## config.mk

```make
export PLATFORM = sky130hd
export DESIGN_NAME = sw_run_ctrl_flat
export DESIGN_NICKNAME = d
export VERILOG_FILES = /design/src/rtl/sw_pkg.sv /design/src/rtl/sw_run_ctrl_if.sv /design/src/rtl/sw_prescaler.sv /design/src/rtl/sw_run_ctrl.sv /design/src/flat_wrapper.sv
export SDC_FILE = /design/constraint.sdc
export NUM_CORES = 1
export LEC_CHECK = 0
export CAP_MARGIN = 20
export CORE_MARGIN = 2
export CORE_UTILIZATION = 35
export CTS_CLUSTER_DIAMETER = 60
export DETAILED_ROUTE_END_ITERATION = 12
export GPL_ROUTABILITY_DRIVEN = 0
export PLACE_DENSITY = 0.51
export SLEW_MARGIN = 10
export SYNTH_ARGS = -nofsm -noshare
export SYNTH_HDL_FRONTEND = slang
export SYNTH_SLANG_ARGS = --single-unit
export TNS_END_PERCENT = 50
```

## constraint.sdc

```tcl
create_clock -name clk -period 1.8 [get_ports clk]
set_input_delay 0.36 -clock clk [delete_from_list [all_inputs] [get_ports clk]]
set_output_delay 0.36 -clock clk [all_outputs]
set_load 0.02 [all_outputs]
```

## src/rtl/sw_pkg.sv

```systemverilog
// Shared types and constants for the stopwatch run controller.
package sw_pkg;

  // Run FSM encoding; also driven out for the LED/debug display.
  typedef enum logic [1:0] {
    IDLE  = 2'd0,
    RUN   = 2'd1,
    PAUSE = 2'd2,
    LAP   = 2'd3
  } sw_state_t;

  // Highest value the counter chain may show, BCD mm:ss.cc = 99:59.99.
  localparam logic [23:0] MAX_BCD = 24'h99_59_99;

  // Registered control outputs toward the counters and display mux.
  typedef struct packed {
    logic tick_en;
    logic clr;
    logic freeze;
  } sw_out_t;

  // Prescaler modulus: system clocks per count-enable tick.
  function automatic int unsigned sw_div(input int unsigned clk_hz,
                                         input int unsigned tick_hz);
    return clk_hz / tick_hz;
  endfunction

endpackage

```

## src/rtl/sw_run_ctrl_if.sv

```systemverilog
// Button/status inputs and control outputs of the run controller.
interface sw_run_ctrl_if;
  import sw_pkg::*;

  logic      btn_ss;
  logic      btn_lc;
  logic      at_max;
  logic      tick_en;
  logic      clr;
  logic      freeze;
  sw_state_t state;

  // Environment side: debouncers and counter chain.
  modport master (output btn_ss, btn_lc, at_max,
                  input  tick_en, clr, freeze, state);

  // Controller side.
  modport slave  (input  btn_ss, btn_lc, at_max,
                  output tick_en, clr, freeze, state);
endinterface

```

## src/rtl/sw_prescaler.sv

```systemverilog
// Free-running 0..DIV-1 prescaler; holds when not running, zeroes on request.
module sw_prescaler #(
  parameter int unsigned DIV   = 500000,
  parameter int unsigned DIV_W = 32
) (
  input  logic             clk,
  input  logic             reset,
  input  logic             run,
  input  logic             zero,
  output logic             tick,
  output logic [DIV_W-1:0] count
);

  localparam logic [DIV_W-1:0] LAST = DIV_W'(DIV - 1);

  // Wrap pulse: terminal count reached while running.
  assign tick = run && (count == LAST);

  // Count only while running; holding otherwise keeps the phase across a pause.
  always_ff @(posedge clk) begin
    if (reset || zero)  count <= '0;
    else if (tick)      count <= '0;
    else if (run)       count <= count + DIV_W'(1);
  end

endmodule

```

## src/rtl/sw_run_ctrl.sv

```systemverilog
// Run/pause/lap/clear controller for the stopwatch counter chain.
module sw_run_ctrl
  import sw_pkg::*;
#(
  parameter int unsigned CLK_HZ  = 50000000,
  parameter int unsigned TICK_HZ = 100,
  parameter int unsigned DIV_W   = 32
) (
  input  logic         clk,
  input  logic         reset,
  sw_run_ctrl_if.slave bus
);

  localparam int unsigned DIV = sw_div(CLK_HZ, TICK_HZ);

  sw_state_t        state_q, state_d;
  sw_out_t          out_q, out_d;
  logic             running;
  logic             wrap;
  logic             clr_d;
  // Phase stays private to the prescaler; nothing here needs it.
  logic [DIV_W-1:0] count_unused;

  assign running = (state_q == RUN) || (state_q == LAP);

  // Zeroing on any move into (or stay in) IDLE also lines it up with clr.
  sw_prescaler #(.DIV(DIV), .DIV_W(DIV_W)) u_pre (
    .clk   (clk),
    .reset (reset),
    .run   (running),
    .zero  (state_d == IDLE),
    .tick  (wrap),
    .count (count_unused)
  );

  // Next state: start/stop beats lap/clear; an at_max wrap overrides both.
  always_comb begin
    state_d = state_q;
    clr_d   = 1'b0;
    case (state_q)
      IDLE:  if (bus.btn_ss)      state_d = RUN;
             else if (bus.btn_lc) clr_d   = 1'b1;
      RUN:   if (bus.btn_ss)      state_d = PAUSE;
             else if (bus.btn_lc) state_d = LAP;
      LAP:   if (bus.btn_ss)      state_d = PAUSE;
             else if (bus.btn_lc) state_d = RUN;
      PAUSE: if (bus.btn_ss)      state_d = RUN;
             else if (bus.btn_lc) begin
               state_d = IDLE;
               clr_d   = 1'b1;
             end
      default: state_d = IDLE;
    endcase
    if (wrap && bus.at_max) state_d = PAUSE;
  end

  // Output decode from the next state so every output lands registered.
  // clr only arises from IDLE/PAUSE where wrap cannot occur, so it never
  // coincides with tick_en.
  always_comb begin
    out_d         = '0;
    out_d.clr     = clr_d;
    out_d.freeze  = (state_d == LAP);
    out_d.tick_en = wrap && !bus.at_max &&
                    ((state_d == RUN) || (state_d == LAP));
  end

  // State and output registers.
  always_ff @(posedge clk) begin
    if (reset) begin
      state_q <= IDLE;
      out_q   <= '0;
    end else begin
      state_q <= state_d;
      out_q   <= out_d;
    end
  end

  assign bus.state   = state_q;
  assign bus.tick_en = out_q.tick_en;
  assign bus.clr     = out_q.clr;
  assign bus.freeze  = out_q.freeze;

endmodule

```

## src/flat_wrapper.sv

```systemverilog
// flat-port wrapper written by rule: the top's interface ports become plain ports
module sw_run_ctrl_flat import sw_pkg::*;
#(
  parameter int unsigned CLK_HZ  = 50000000,
  parameter int unsigned TICK_HZ = 100,
  parameter int unsigned DIV_W   = 32
)
  (clk, reset, bus_btn_ss, bus_btn_lc, bus_at_max, bus_tick_en, bus_clr, bus_freeze, bus_state);
  sw_run_ctrl_if bus_i ();
  input  logic clk;
  input  logic reset;
  input wire logic [$bits(bus_i.btn_ss)-1:0] bus_btn_ss;
  input wire logic [$bits(bus_i.btn_lc)-1:0] bus_btn_lc;
  input wire logic [$bits(bus_i.at_max)-1:0] bus_at_max;
  output wire logic [$bits(bus_i.tick_en)-1:0] bus_tick_en;
  output wire logic [$bits(bus_i.clr)-1:0] bus_clr;
  output wire logic [$bits(bus_i.freeze)-1:0] bus_freeze;
  output wire logic [$bits(bus_i.state)-1:0] bus_state;
  assign bus_i.btn_ss = bus_btn_ss;
  assign bus_i.btn_lc = bus_btn_lc;
  assign bus_i.at_max = bus_at_max;
  assign bus_tick_en = bus_i.tick_en;
  assign bus_clr = bus_i.clr;
  assign bus_freeze = bus_i.freeze;
  assign bus_state = bus_i.state;
  sw_run_ctrl #(.CLK_HZ(CLK_HZ), .TICK_HZ(TICK_HZ), .DIV_W(DIV_W)) u_core (.clk(clk), .reset(reset), .bus(bus_i));
endmodule
```

==> results by group, run 1 <==
Status
  – Status: finished, final reports clean

Placed design
  – DP HPWL: 2.77 mm
  – Pre-CTS WS: -0.0396 ns
  – Port Buffers: 9

Timing
  – Slew at the pin closest to its max-slew limit: 0.421 ns
  – Post-route setup slack: 0.0587 ns
  – Final Hold Fails: 0
  – Final period util: 0.967
  – Min cycle time layout: 1.74 ns
  – Worst hold slack: 0.529 ns
  – Setup TNS: 0 ns
  – Layout Skew: 0.00761 ns
  – Fmax: 574 MHz
  – Rel. slew slack: 0.719
  – Setup violators final: 0
  – RSZ-0062 raised after global routing: false
  – Final Max Tran Viols: 0

Layout
  – Final net count: 219
  – Seq. cell area: 742 sq um
  – # diodes: 0
  – Area grow syn2layout: 20.1%
  – Share of layout cells above drive strength 1: 0.154
  – Multi-input gate area: 996 sq um
  – FILL cells: 466

Floorplanning
  – Core ar.: 4790 sq um
  – Row count: 25
  – Die Width: 75.0 um
  – DIE AREA: 5620 sq um
  – Num ports: 10
  – Initial Util: 0.368
  – Die Span Y: 75.0 um

Global route
  – All-layer global routing usage: 0.153
  – First-pass GRT wire length: 6.44 mm
  – Largest net degree at the start of global routing: 21
  – Vias in the first global route: 1,404
  – Total gr overflow: 0
  – Initial antenna violation count: 0

Hold path
  – Worst hold path type: flop to flop
  – Worst hold path startpoint: u_core.u_pre.count[31]

Worst setup path
  – Critical path arrival: 1.38 ns
  – Setup crit end kind: output port
  – CP max stage delay: 0.65 ns
  – R2R Path Start: u_core.u_pre.count[10]
  – CP Launch Type: flop
  – Family with the most delay on the worst path: buffers and inverters
  – Worst setup path startpoint: u_core.bus.state[0]
  – Crit path cell chain: clkdlybuf4s50_1
  – Type of the setup path with the least slack: flop to output port
  – Worst R2R Setup Slack: 0.11 ns
  – Max FO, Critical Path: 10
  – Crit path max-delay cell type: clkdlybuf4s50_1
  – Buf+Inv Stages, Crit Path: 1
  – Req. time, crit path: 1.44 ns

Drt
  – Vias: 1,423
  – DRC: 0
  – Wire per inst: 13.5 um
  – DR vias/cell: 5.06
  – Initial DRC count: 47
  – Total routed wirelength: 3.79 mm
  – Pre-antenna DRT Iters: 4
  – Detail Route Antenna Nets: 0

Synth
  – Seq cells post-synth: 37
  – Syn Nets: 198
  – YS warnings: 0
  – Syn Inst Count: 192
  – Avg Inst Size Synth: 9.18 sq um
  – Netlist Area Pre-Place: 1760 sq um
  – Register area share after synthesis: 0.420
  – Netlist cell types: 35

Power and ir drop
  – Logic gate share of total power: 0.061
  – Worst VDD drop: 0.292 mV
  – Internal: 1220 uW
  – Switch Pwr: 354 uW
  – Clock network power share: 0.406
  – LEAKAGE: 0.000791 uW
  – Sw Share: 0.224
  – Register share of total power: 0.532
  – Total chip power: 1580 uW
  – PD cells: 745 nW/um^2

CTS
  – Skew-Pair Late Insertion Delay: 0.29 ns
  – Clock slew at reported path FFs: 0.07 ns
  – Clk root buf: clkbuf_8
  – Clk sinks: 37
  – Clock Path Buffers: 2
  – Total CTS buffers: 5
  – Post-CTS Hold Fix Bufs: 0
  – TritonCTS clock tree: built
  – CTS HTree Levels: 2

Job
  – Count of max-cap constraint violations: 0
repair_timing:
action | 4_1_cts | 5_1_grt
resized for setup | 3 | 1
gates cloned | 0 | 0
endpoints found under the setup margin | 33 | 2
setup buffers | 0 | 0
power groups by stage:
stage | Clock (uW) | Sequential (uW) | Combinational (uW)
2_1_floorplan | 0 | 858 | 49.3
3_3_place_gp | 0 | 857 | 96.9
3_5_place_dp | 0 | 858 | 97.7
4_1_cts | 657 | 839 | 98.4
5_1_grt | 694 | 840 | 105
6_report | 641 | 839 | 96.7
layout by cell type (no fill, tap or decap), types with 2 or more instances in the layout:
cell type / synthesis / routed
nor2_1: 37 / 37
dfxtp_1: 37 / 36
xor2_1: 23 / 23
nand3_1: 14 / 14
nand2_1: 12 / 12
nand4_1: 11 / 11
xnor2_1: 9 / 9
clkdlybuf4s50_1: 0 / 9
buf_4: 2 / 8
clkbuf_8: 0 / 7
nor4_1: 4 / 4
and4_1: 4 / 4
and3_1: 5 / 4
nor3_1: 3 / 3
nand2b_1: 2 / 2
and3_2: 1 / 2
nor4b_2: 0 / 2
nand4_4: 2 / 2
nor4_4: 2 / 2
nor2b_1: 2 / 2
o21ai_0: 2 / 2
buf_12: 0 / 2
worst reg2reg max path: cells and delay by family (launching register included):
family | cells | cell delay (ns)
simple gates | 4 | 0.83
flops | 1 | 0.39
compound gates | 1 | 0.21
buf+inv | 1 | 0.16
flip-flops by register name (all words and copies together) (netlist names):
register            count
u_core.bus.state        2
u_core.bus.tick_en      1
u_core.bus.freeze       1
u_core.bus.clr          1
u_core.u_pre.count     32
worst paths after layout:
path	to	depth (start not counted)
worst max-delay path	bus_state[0]	1
worst min-delay path	u_core.u_pre.count[31]	2
worst max register to register	u_core.u_pre.count[23]	6
worst min register to register	u_core.u_pre.count[31]	2
cell usage after synthesis, drive strengths merged:
master	n	area [sq um]
nand3	14	70.1
o21ai	2	10.0
nor2b	2	12.5
mux2i	1	10.0
a211o	1	10.0
and2	1	7.51
dfxtp	37	741
nor3	5	41.3
nor4	6	67.6
buf	5	36.3
nand2b	2	12.5
nand3b	1	7.51
nand4	13	111
o21a	1	7.51
nand2	12	45.0
a21oi	1	5.00
and2b	1	7.51
nand4b	1	8.76
ha	1	12.5
xor2	23	201
xnor2	9	78.8
nor4b	3	26.3
and4	5	45.0
nor2	38	145
and3	6	38.8
inv	1	3.75
cell type report:
cell class,count,area share
Clock inverter,1,0.00236
Inverter,1,0.00177
Timing Repair Buffer,19,0.0898
Sequential cell,37,0.350
Clock buffer,7,0.0455
Multi-Input combinational cell,149,0.470
Tap cell,67,0.0396
metal layers:
metal	global-route usage	part of all wire	wire length, um
met4	0.0476	0.012	45
met5	0	0	0
met3	0.0482	0.031	117
met1	0.202	0.48	1840
met2	0.241	0.47	1790
through the flow:
step / std cells / area, sq um / util
final: 281 / 2120 / 0.442
after detailed placement: 273 / 2000 / 0.418
after global routing: 281 / 2120 / 0.442
after global placement: 273 / 2000 / 0.418
after CTS: 281 / 2120 / 0.442
after floorplan: 192 / 1760 / -
cells by family after synthesis:
| logic type | Yosys count | share of synthesized area |
|---|---|---|
| AO/OA/AOI/OAI | 5 | 0.0185 |
| XOR/XNOR | 32 | 0.159 |
| adder cells (fa/ha/maj) | 1 | 0.00710 |
| buffers and inverters | 6 | 0.0227 |
| flip-flops | 37 | 0.420 |
| multiplexers | 1 | 0.00568 |
| AND/OR/NAND/NOR | 110 | 0.367 |
Power figures use the tool's default switching activity.
==> inputs of run 2 (changes only) <==
CORE_UTILIZATION = 25   (was 35)
DONT_BUFFER_PORTS = 1   (was unset)
HOLD_SLACK_MARGIN = 0.15   (was unset)
PLACE_DENSITY = 0.38   (was 0.51)
==> run 2 against run 1 <==
- sequential share of layout area down 0.14 points
- clock skew down 0.0021 ns
- non-clock buffer count up 2
- register-to-register slack better by 0.06 ns
- via count down 5.9%
- power down 4.7%
- setup slack better by 0.11 ns
- design area up 0.41%
- combinational power down 22%
==> results by group, run 2 (synthesized netlist as in run 1, its figures left out) <==
Status
  – Status: finished, final reports clean (unchanged)

Timing
  – Fmax: 612 MHz (was 574 MHz)
  – Rel. slew slack: 0.731 (was 0.719)
  – Layout Skew: 0.00555 ns (was 0.00761 ns)
  – Setup TNS: 0 ns (unchanged)
  – Setup violators final: 0 (unchanged)
  – Slew at the pin closest to its max-slew limit: 0.403 ns (was 0.421 ns)
  – Final period util: 0.908 (was 0.967)
  – Min cycle time layout: 1.63 ns (was 1.74 ns)
  – RSZ-0062 raised after global routing: false (unchanged)
  – Post-route setup slack: 0.166 ns (was 0.0587 ns)
  – Final Max Tran Viols: 0 (unchanged)
  – Final Hold Fails: 0 (unchanged)

Hold path
  – Hold depth: 1 (was 2)
  – Worst hold path startpoint: bus_at_max (was u_core.u_pre.count[31])
  – Worst hold path type: input port to flop (was flop to flop)

Floorplanning
  – Num ports: 10 (unchanged)
  – DIE AREA: 7740 sq um (was 5620 sq um)
  – Core ar.: 6790 sq um (was 4790 sq um)
  – Initial Util: 0.259 (was 0.368)
  – Die Width: 88.0 um (was 75.0 um)
  – Row count: 30 (was 25)
  – Die Span Y: 88.0 um (was 75.0 um)

Placed design
  – Post-place instance area: 1990 sq um (was 2000 sq um)
  – Cells after DPL: 301 (was 273)
  – DP HPWL: 2.82 mm (was 2.77 mm)
  – Port Buffers: 0 (was 9)
  – Pre-CTS WS: 0.137 ns (was -0.0396 ns)

Global route
  – Initial antenna violation count: 0 (unchanged)
  – First-pass GRT wire length: 6.85 mm (was 6.44 mm)
  – All-layer global routing usage: 0.118 (was 0.153)
  – Total gr overflow: 0 (unchanged)
  – Vias in the first global route: 1,359 (was 1,404)
  – Largest net degree at the start of global routing: 26 (was 21)

CTS
  – Clock slew at reported path FFs: 0.07 ns (about the same)
  – CTS HTree Levels: 2 (unchanged)
  – Clk root buf: clkbuf_8 (unchanged)
  – Skew-Pair Late Insertion Delay: 0.29 ns (about the same)
  – Clk sinks: 37 (unchanged)
  – TritonCTS clock tree: built (unchanged)
  – Post-CTS setup buffers: 0 (unchanged)
  – Total CTS buffers: 5 (unchanged)
  – Clock Path Buffers: 2 (unchanged)

Layout
  – Max reg flops: 32 (unchanged)
  – Largest Register: u_core.u_pre.count (unchanged)
  – Area grow syn2layout: 20.6% (was 20.1%)
  – # diodes: 0 (unchanged)
  – Commonest non-fill, non-tap cells in the layout: nor2_1, dfxtp_1, xor2_1 (unchanged)
  – Final non-filler cell total: 311 (was 281)
  – Final non-filler cell area: 2130 sq um (was 2120 sq um)
  – Final net count: 221 (was 219)
  – Most common cell after layout, fill and taps aside: nor2_1 (unchanged)
  – Share of layout cells above drive strength 1: 0.181 (was 0.154)

Drt
  – Vias: 1,339 (was 1,423)
  – Detail Route Antenna Nets: 0 (unchanged)
  – Total routed wirelength: 3.95 mm (was 3.79 mm)
  – Pre-antenna DRT Iters: 4 (unchanged)
  – Wire per inst: 12.7 um (was 13.5 um)
  – Initial DRC count: 38 (was 47)
  – DR vias/cell: 4.31 (was 5.06)
  – DRC: 0 (unchanged)

Power and ir drop
  – LEAKAGE: 0.000802 uW (was 0.000791 uW)
  – Worst VDD drop: 0.328 mV (was 0.292 mV)
  – PD cells: 706 nW/um^2 (was 745 nW/um^2)

Worst setup path
  – Worst setup path startpoint: u_core.u_pre.count[2] (was u_core.bus.state[0])
  – CP Launch Type: flop (unchanged)
  – R2R Path Start: u_core.u_pre.count[2] (was u_core.u_pre.count[10])
  – Crit path cell chain: and3_2 -> nand3_1 -> nor3_2 -> a211o_2 -> buf_12 -> nor2_1 (was clkdlybuf4s50_1)
  – Setup crit end kind: flop (was output port)
  – Type of the setup path with the least slack: flop to flop (was flop to output port)
  – Max FO, Critical Path: 25 (was 10)
  – CP max stage delay: 0.42 ns (was 0.65 ns)
  – Crit path max-delay cell type: dfxtp_1 (was clkdlybuf4s50_1)
  – Critical path arrival: 1.82 ns (was 1.38 ns)
  – Req. time, crit path: 1.98 ns (was 1.44 ns)
  – Worst-case reg-to-reg path depth: 6 (unchanged)

Job
  – Count of max-cap constraint violations: 0 (unchanged)
## run 2: cell types whose count changed in the layout (fill, tap and decap cells not counted), sizes merged
| cell | before | now |
|---|---|---|
| dlygate4sd3 | 0 | 3 |
| clkinv | 1 | 0 |
| buf | 10 | 18 |
| clkdlybuf4s50 | 9 | 0 |
## run 2: final cells by class
class	count	area (sq um)
fillers	727	4670
flip-flops and latches	37	742
inverters	1	3.75
clock buffers	7	86.3
multi-input cells	149	996
repair buffers	21	178
well taps	96	120
## run 2: final timing paths
path	to	slack (ns)
worst max-delay path	u_core.u_pre.count[27]	0.17
worst min-delay path	u_core.bus.state[0]	0.17
worst max register to register	u_core.u_pre.count[27]	0.17
worst min register to register	u_core.u_pre.count[31]	0.53
## run 2: metrics by stage
stage | hold slack [ns] | util | total power (uW)
final | 0.174 | 0.313 | 1500
after global routing | 0.173 | 0.313 | 1570
after CTS | 0.167 | 0.311 | 1540
after detailed placement | 0.441 | 0.294 | 931
after global placement | 0.441 | 0.294 | 931
after floorplan | 0.436 | - | 907
## run 2: routing by layer
metal	up-vias	wire [um]	global-route usage
met4	0	81	0.0587
met5	-	0	0
met3	7	111	0.0330
met2	13	1730	0.173
li1	711	-	-
met1	608	2030	0.158
## run 2: repair_timing
action | in CTS | in global routing
hold endpoints to repair | 2 | 0
setup endpoints to repair | 0 | 32
gates resized for setup | 0 | 4
hold buffers | 3 | 0
## run 2: where the power goes
group / internal [uW] / switching [uW] / total, uW / leakage, uW
combinational: 34.2 / 41.6 / 75.8 / 0.000458
sequential: 827 / 13.2 / 840 / 0.000299
clock: 304 / 283 / 586 / 0.0000443
total: 1160 / 337 / 1500 / 0.000802
## run 2: critical path: cells and delay by family (launching register included)
kind	cells	cell delay (ns)
AOI/OAI and AO/OA	1	0.17
buffers and inverters	1	0.18
DFF	1	0.42
and+or+nand+nor	4	0.75
